===== src/rtl/mux_4x1_reg_if.sv =====
// Bus bundle for mux_4x1_reg: capture enable, data/select inputs and registered results.
// With MUX_4X1_PARITY_EN defined the bundle also carries out_par.
interface mux_4x1_reg_if #(
    parameter int unsigned WIDTH = 1
);
    logic             en;
    logic [WIDTH-1:0] a;
    logic [WIDTH-1:0] b;
    logic [WIDTH-1:0] c;
    logic [WIDTH-1:0] d;
    logic             s1;
    logic             s0;
    logic [WIDTH-1:0] out;
    logic             out_valid;
    logic [1:0]       sel_q;
`ifdef MUX_4X1_PARITY_EN
    logic             out_par;

    modport master (
        output en, a, b, c, d, s1, s0,
        input  out, out_valid, sel_q, out_par
    );

    modport slave (
        input  en, a, b, c, d, s1, s0,
        output out, out_valid, sel_q, out_par
    );
`else
    modport master (
        output en, a, b, c, d, s1, s0,
        input  out, out_valid, sel_q
    );

    modport slave (
        input  en, a, b, c, d, s1, s0,
        output out, out_valid, sel_q
    );
`endif
endinterface


===== src/rtl/mux_4x1_reg.sv =====
// Registered 4-to-1 multiplexer with one-cycle latency and a valid strobe.
// Optional registered parity output enabled by defining MUX_4X1_PARITY_EN.
module mux_4x1_reg #(
    parameter int unsigned WIDTH = 1
) (
    input  logic          clk,
    input  logic          rst_n,
    mux_4x1_reg_if.slave  bus
);

    logic [1:0]       sel;
    logic [WIDTH-1:0] sel_data;
    logic [WIDTH-1:0] out_q;
    logic             out_valid_q;
    logic [1:0]       sel_q_q;

    assign sel = {bus.s1, bus.s0};

    always_comb begin
        sel_data = '0;
        unique case (sel)
            2'b00:   sel_data = bus.a;
            2'b01:   sel_data = bus.b;
            2'b10:   sel_data = bus.c;
            default: sel_data = bus.d;
        endcase
    end

    // out_valid tracks en every cycle; data and select only move on a capture
    always_ff @(posedge clk) begin
        if (!rst_n) begin
            out_q       <= '0;
            out_valid_q <= 1'b0;
            sel_q_q     <= 2'b00;
        end else begin
            out_valid_q <= bus.en;
            if (bus.en) begin
                out_q   <= sel_data;
                sel_q_q <= sel;
            end
        end
    end

    assign bus.out       = out_q;
    assign bus.out_valid = out_valid_q;
    assign bus.sel_q     = sel_q_q;

`ifdef MUX_4X1_PARITY_EN
    logic out_par_q;

    always_ff @(posedge clk) begin
        if (!rst_n) begin
            out_par_q <= 1'b0;
        end else if (bus.en) begin
            out_par_q <= ^sel_data;
        end
    end

    assign bus.out_par = out_par_q;
`endif

endmodule


===== src/flat_wrapper.sv =====
// flat-port wrapper written by rule: the top's interface ports become plain ports
module mux_4x1_reg_flat 
#(
    parameter int unsigned WIDTH = 1
)
  (clk, rst_n, bus_en, bus_a, bus_b, bus_c, bus_d, bus_s1, bus_s0, bus_out, bus_out_valid, bus_sel_q);
  mux_4x1_reg_if #(.WIDTH(WIDTH)) bus_i ();
  input  logic clk;
  input  logic rst_n;
  input wire logic [$bits(bus_i.en)-1:0] bus_en;
  input wire logic [$bits(bus_i.a)-1:0] bus_a;
  input wire logic [$bits(bus_i.b)-1:0] bus_b;
  input wire logic [$bits(bus_i.c)-1:0] bus_c;
  input wire logic [$bits(bus_i.d)-1:0] bus_d;
  input wire logic [$bits(bus_i.s1)-1:0] bus_s1;
  input wire logic [$bits(bus_i.s0)-1:0] bus_s0;
  output wire logic [$bits(bus_i.out)-1:0] bus_out;
  output wire logic [$bits(bus_i.out_valid)-1:0] bus_out_valid;
  output wire logic [$bits(bus_i.sel_q)-1:0] bus_sel_q;
  assign bus_i.en = bus_en;
  assign bus_i.a = bus_a;
  assign bus_i.b = bus_b;
  assign bus_i.c = bus_c;
  assign bus_i.d = bus_d;
  assign bus_i.s1 = bus_s1;
  assign bus_i.s0 = bus_s0;
  assign bus_out = bus_i.out;
  assign bus_out_valid = bus_i.out_valid;
  assign bus_sel_q = bus_i.sel_q;
  mux_4x1_reg #(.WIDTH(WIDTH)) u_core (.clk(clk), .rst_n(rst_n), .bus(bus_i));
endmodule

===== config.mk =====
export PLATFORM = sky130hd
export DESIGN_NAME = mux_4x1_reg_flat
export DESIGN_NICKNAME = d
export VERILOG_FILES = /design/src/rtl/mux_4x1_reg_if.sv /design/src/rtl/mux_4x1_reg.sv /design/src/flat_wrapper.sv
export SDC_FILE = /design/constraint.sdc
export NUM_CORES = 1
export LEC_CHECK = 0
export CAP_MARGIN = 20
export CELL_PAD_IN_SITES_DETAIL_PLACEMENT = 1
export CELL_PAD_IN_SITES_GLOBAL_PLACEMENT = 1
export CORE_AREA = 10 10 47 49
export CTS_BUF_LIST = sky130_fd_sc_hd__clkbuf_8
export DETAILED_ROUTE_END_ITERATION = 10
export DIE_AREA = 0 0 57 59
export GPL_TIMING_DRIVEN = 0
export PLACE_DENSITY_LB_ADDON = 0.1
export SLEW_MARGIN = 20
export SYNTH_ARGS = -nofsm -noshare
export SYNTH_HDL_FRONTEND = slang
export SYNTH_SLANG_ARGS = --single-unit
export TNS_END_PERCENT = 10

===== constraint.sdc =====
create_clock -name clk -period 2.1 [get_ports clk]
set_clock_uncertainty 0.1 [all_clocks]
set_input_delay 0.525 -clock clk [delete_from_list [all_inputs] [get_ports clk]]
set_output_delay 0.525 -clock clk [all_outputs]
set_load 0.005 [all_outputs]

==> flow_summary_export.csv, run 1 <==
group,metric,value,unit
run_status,status,"finished, final reports clean",
sta,setup_viol,0,
grt,gr-usage-met2,5.58,%
grt,grt_pass1_wl,1060,um
final_layout,n_fill_cell,161,
clock_tree,worstSkewPairLatency,0.22,ns
grt,grtUsageTotal,4.58,%
sta,fmax,597,MHz
yosys,syn_inst,15,
yosys,avgSynthCellArea,11.6,sq um
yosys,synth_cell_type_count,7,
sta,rsz0062_at_grt,"false",
floorplanning,start_util,12.4,%
floorplanning,io-pin-count,13,
yosys,yosys_warnings,0,
floorplanning,die_h,59,um
setup_path,cp.required,1.47,ns
setup_path,cp_top_family,"buffers and inverters",
placement,pre_cts_slack,0.385,ns
placement,portBuffers,12,
final_layout,synthToLayoutAreaGrowth,104,%
floorplanning,coreArea,1400,sq um
route,wirelength,627,um
grt,antenna_found_initial,0,
setup_path,critPathSlowestCell,"clkdlybuf4s50_1",
setup_path,path_buf_inv,1,
clock_tree,ctsLongestPathBuffers,2,
clock_tree,cts_resized,0,
yosys,netlist_area,174,sq um
sta,drv_slew,0,
grt,met3_usage,4.51,%
floorplanning,die_w,57,um
route,vias,176,
sta,slew_headroom,84.2,%
grt,grt_pass1_vias,203,
power_and_ir_drop,leakage,0.000137,uW
route,drc,0,
power_and_ir_drop,ir_drop,292,uV
setup_path,crit_arrival,1.05,ns
clock_tree,postCtsSetupRepairBufs,0,
final_layout,layout-drive-gt1-share,13.3,%
clock_tree,htreeDepth,1,
power_and_ir_drop,power_density,808,nW/um^2
route,drt.antenna.violating_nets,0,
setup_path,cp-start-kind,"register",
sta,finalHoldViolations,0,
sta,min_period_over_period,79.8,%
final_layout,num_antenna_cells,0,
clock_tree,cts_made_buffers,3,
sta,finalSetupTns,0,ns
yosys,yosysSeqAreaShare,46.0,%
sta,min_period,1.68,ns
sta,tightestPinTransition,0.237,ns
clock_tree,clock_sinks,4,
setup_path,path_class,"reg2out",
clock_tree,cts_tree,"yes",
route,vias_per_cell,3.83,
setup_path,critPathMaxFanout,2,
grt,gr-total-overflow,0,
final_layout,final_util,25.4,%
clock_tree,clk_pin_slew,0.03,ns
grt,met1_usage,3.69,%
hold_path,hold_path.class,"reg2reg",
final_layout,finalNetCount,41,
clock_tree,ctsHoldBuffers,0,
route,wire_per_inst,13.6,um
setup_path,cp_slowest_stage_delay,0.51,ns
yosys,syn-num-nets,24,
route,drt-pass1-iter-count,1,
yosys,ys_ff_latch,4,
setup_path,cp-end-kind,"output pin",
setup_path,path_cells,"clkdlybuf4s50_1",
floorplanning,die_area,3360,sq um
floorplanning,fp-row-count,14,
placement,globalplace.congestion,0.682,
sta,finalWorstSetupSlack,0.424,ns
grt,grt_max_degree,7,
clock_tree,ctsRootBufferMaster,"clkbuf_8",
route,drtIter0Drc,0,
flow_run,max-cap-violations,0,
grt,grt_busiest_layer,"met4",
[per-layer routing]
layer / up-vias / part of all wire, %
li1: 85 / -
met1: 75 / 35
met2: 13 / 39
met3: 3 / 21
met4: 0 / 4.6
met5: - / 0
[layout make-up]
type / instances / area [sq um] / share of cell area (%)
clock buffer: 3 / 41.3 / 11.6
multi-input combinational: 11 / 93.8 / 26.4
sequential: 4 / 80.1 / 22.5
tap: 16 / 20.0 / 5.63
timing repair buffer: 12 / 120 / 33.8
[per-stage QoR]
| stage | total power, uW | cell area, sq um | cells | hold WS [ns] |
|---|---|---|---|---|
| final | 287 | 355 | 46 | 0.407 |
| after global placement | 126 | 314 | 43 | 0.398 |
| after detailed placement | 127 | 314 | 43 | 0.408 |
| after global routing | 306 | 355 | 46 | 0.446 |
| after CTS | 295 | 355 | 46 | 0.419 |
| after floorplan | 95.7 | 174 | 15 | 0.395 |
[logic make-up after synthesis]
group              Yosys count  synth area share (%)
AOI/OAI and AO/OA            1                  8.63
muxes                        4                  23.0
and+or+nand+nor              6                  22.3
DFF                          4                  46.0
[synth_stat cells]
master	instances	area [sq um]
mux2i_1	4	40.0
nor2b_1	2	12.5
nand3_1	1	5.00
and2_1	1	6.26
dfxtp_1	4	80.1
o221ai_2	1	15.0
nand3b_1	2	15.0
[sequential cells by signal, summed over array words and instances, names as in the netlist]
name	count
u_core.bus.out_valid	1
u_core.bus.sel_q	2
u_core.bus.out	1
[cells in the final DEF (no fill, tap or decap)]
cell	netlist	layout
and2_1	1	1
clkbuf_8	0	3
clkdlybuf4s50_1	0	12
nor2b_1	2	2
dfxtp_1	4	4
o221ai_2	1	1
nand3_1	1	1
mux2i_1	4	4
nand3b_1	2	2
[power breakdown]
| part | internal [uW] | switching [uW] | leakage (uW) |
|---|---|---|---|
| Sequential | 81.4 | 2.07 | 0.0000331 |
| Clock | 122 | 40.4 | 0.0000216 |
| Combinational | 28.0 | 12.8 | 0.0000822 |
| Total | 232 | 55.3 | 0.000137 |
[final timing paths]
kind	startpoint	to	slack [ns]	depth (start not counted)
worst min-delay path	u_core.bus.out$_SDFFE_PN0P_	u_core.bus.out$_SDFFE_PN0P_	0.41	2
worst min register to register	u_core.bus.out$_SDFFE_PN0P_	u_core.bus.out$_SDFFE_PN0P_	0.41	2
worst max-delay path	u_core.bus.sel_q[1]$_SDFFE_PN0P_	bus_sel_q[1]	0.42	1
worst max register to register	u_core.bus.out$_SDFFE_PN0P_	u_core.bus.out$_SDFFE_PN0P_	1.41	2
Power figures use the tool's default switching activity.
==> run 2: changes to the inputs <==
==> constraint.sdc (replaced) <==
create_clock -name clk -period 1.35 [get_ports clk]
set_clock_uncertainty 0.1 [all_clocks]
set_input_delay 0.3375 -clock clk [delete_from_list [all_inputs] [get_ports clk]]
set_output_delay 0.3375 -clock clk [all_outputs]
set_load 0.005 [all_outputs]
==> run 2 against run 1 <==
Cell area shrank 1.4%. Worst hold slack got worse by 0.0049 ns. Register-to-register slack worse by 0.75 ns. Wire length is the same.
==> flow_summary_export.csv, run 2 (synthesized netlist as in run 1, its figures left out) <==
group,metric,value,unit
setup_path,path_buf_inv,1,
final_layout,synthToLayoutAreaGrowth,101,%
placement,portBuffers,12,
sta,drv_slew,0,
route,vias_per_cell,3.87,
flow_run,max-cap-violations,0,
setup_path,path_class,"in2reg",
hold_path,hold_path.class,"reg2reg",
setup_path,cp.required,1.35,ns
floorplanning,coreArea,1400,sq um
power_and_ir_drop,power.clock.fraction,57.4,%
setup_path,crit_arrival,1.26,ns
grt,grt_max_degree,7,
sta,setup_viol,0,
placement,pre_cts_slack,-0.178,ns
final_layout,layout_commonest_cell,"clkdlybuf4s50_1",
grt,grt_pass1_wl,1040,um
sta,min_period,1.26,ns
sta,hold_slack,0.402,ns
clock_tree,cts_tree,"yes",
floorplanning,die_area,3360,sq um
floorplanning,start_util,12.4,%
route,met2WireLength,243,um
power_and_ir_drop,seq_power_share,29.3,%
clock_tree,worstSkewPairLatency,0.22,ns
setup_path,critPathSlowestCell,"clkdlybuf4s50_1",
clock_tree,clock_sinks,4,
setup_path,path_cells,"clkdlybuf4s50_1 -> mux2i_1 -> o221ai_2",
clock_tree,ctsLongestPathBuffers,2,
clock_tree,ctsHoldBuffers,0,
sta,fmax,793,MHz
final_layout,num_antenna_cells,0,
power_and_ir_drop,p_int,355,uW
grt,grt_pass1_vias,198,
route,drt.antenna.violating_nets,0,
final_layout,multi_input_area,93.8,sq um
power_and_ir_drop,power_density,1260,nW/um^2
final_layout,finalNetCount,41,
grt,grtUsageTotal,4.54,%
power_and_ir_drop,leakage,0.000151,uW
sta,min_period_over_period,93.4,%
final_layout,design_area,350,sq um
route,wire_per_inst,13.6,um
route,highest_layer,"met4",
route,drc,0,
final_layout,n_fill_cell,164,
setup_path,critPathMaxFanout,3,
power_and_ir_drop,swShare,19.5,%
setup_path,cp-start-kind,"input port",
grt,gr-total-overflow,0,
route,wirelength,627,um
route,met3_length,117,um
setup_path,cp_top_family,"buffers and inverters",
power_and_ir_drop,switching_power,86.1,uW
sta,finalHoldViolations,0,
route,drt-pass1-iter-count,1,
floorplanning,die_h,59,um
route,met1_length,236,um
sta,finalWorstSetupSlack,0.0890,ns
floorplanning,io-pin-count,13,
sta,rsz0062_at_grt,"false",
placement,globalplace.congestion,0.682,
route,drtIter0Drc,0,
grt,antenna_found_initial,0,
setup_path,cp-end-kind,"register",
clock_tree,cts_made_buffers,3,
power_and_ir_drop,p_total,441,uW
sta,tightestPinTransition,0.243,ns
final_layout,most-common-layout-cells,"clkdlybuf4s50_1, mux2i_1, dlygate4sd2_1, dfxtp_1, clkbuf_8",
power_and_ir_drop,ir_drop,455,uV
sta,slew_headroom,83.8,%
final_layout,register_area,80.1,sq um
clock_tree,htreeDepth,1,
floorplanning,die_w,57,um
clock_tree,clk_pin_slew,0.03,ns
placement,postPlaceCellArea,314,sq um
run_status,status,"finished, final reports clean",
power_and_ir_drop,combPwrFrac,13.3,%
clock_tree,ctsRootBufferMaster,"clkbuf_8",
route,vias,178,
final_layout,largest_reg_flops,2,
floorplanning,fp-row-count,14,
final_layout,layout-drive-gt1-share,13.3,%
setup_path,cp_slowest_stage_delay,0.55,ns
-- run 2: tightest hold or removal path, delay by kind of cell, from the launching register on --
kind / cells / cell delay (ns)
AO/OA/AOI/OAI: 1 / 0.06
flip-flops: 1 / 0.32
AND/OR/NAND/NOR: 1 / 0.09
-- run 2: repair_timing --
item / CTS / global route
resized for setup: 4 / 0
setup endpoints to repair: 4 / 0
buffers inserted: 0 / 0
-- run 2: final cells by class --
| type | count | share of cell area, % |
|---|---|---|
| Tap cell | 16 | 5.71 |
| Timing Repair Buffer | 12 | 32.9 |
| Sequential cell | 4 | 22.9 |
| Clock buffer | 3 | 11.8 |
| Multi-Input combinational cell | 11 | 26.8 |
-- run 2: final timing paths --
check,depth (start not counted),start,to,slack [ns]
max,3,bus_s0,u_core.bus.out$_SDFFE_PN0P_,0.09
min,2,u_core.bus.out$_SDFFE_PN0P_,u_core.bus.out$_SDFFE_PN0P_,0.40
max reg2reg,2,u_core.bus.out$_SDFFE_PN0P_,u_core.bus.out$_SDFFE_PN0P_,0.66
min reg2reg,2,u_core.bus.out$_SDFFE_PN0P_,u_core.bus.out$_SDFFE_PN0P_,0.40
-- run 2: power groups by stage --
stage                     Combinational [uW]  Sequential [uW]  Clock [uW]
final                                   58.6              130         253
after global placement                  64.3              131           0
after global routing                    65.1              130         274
after detailed placement                65.1              132           0
after floorplan                         16.8              132           0
after CTS                               60.5              130         264
-- run 2: metrics by stage --
step / std cells / util (%) / TNS (ns)
floorplan: 15 / - / 0
global placement: 43 / 22.4 / -0.310
detailed placement: 43 / 22.4 / -0.333
CTS: 46 / 25.0 / 0
global route: 46 / 25.0 / 0
finish: 46 / 25.0 / 0
-- run 2: layer usage --
layer	track usage, %	vias to the layer above
li1	-	85
met1	3.80	77
met2	5.58	13
met3	4.08	3
met4	6.04	0
met5	0	-
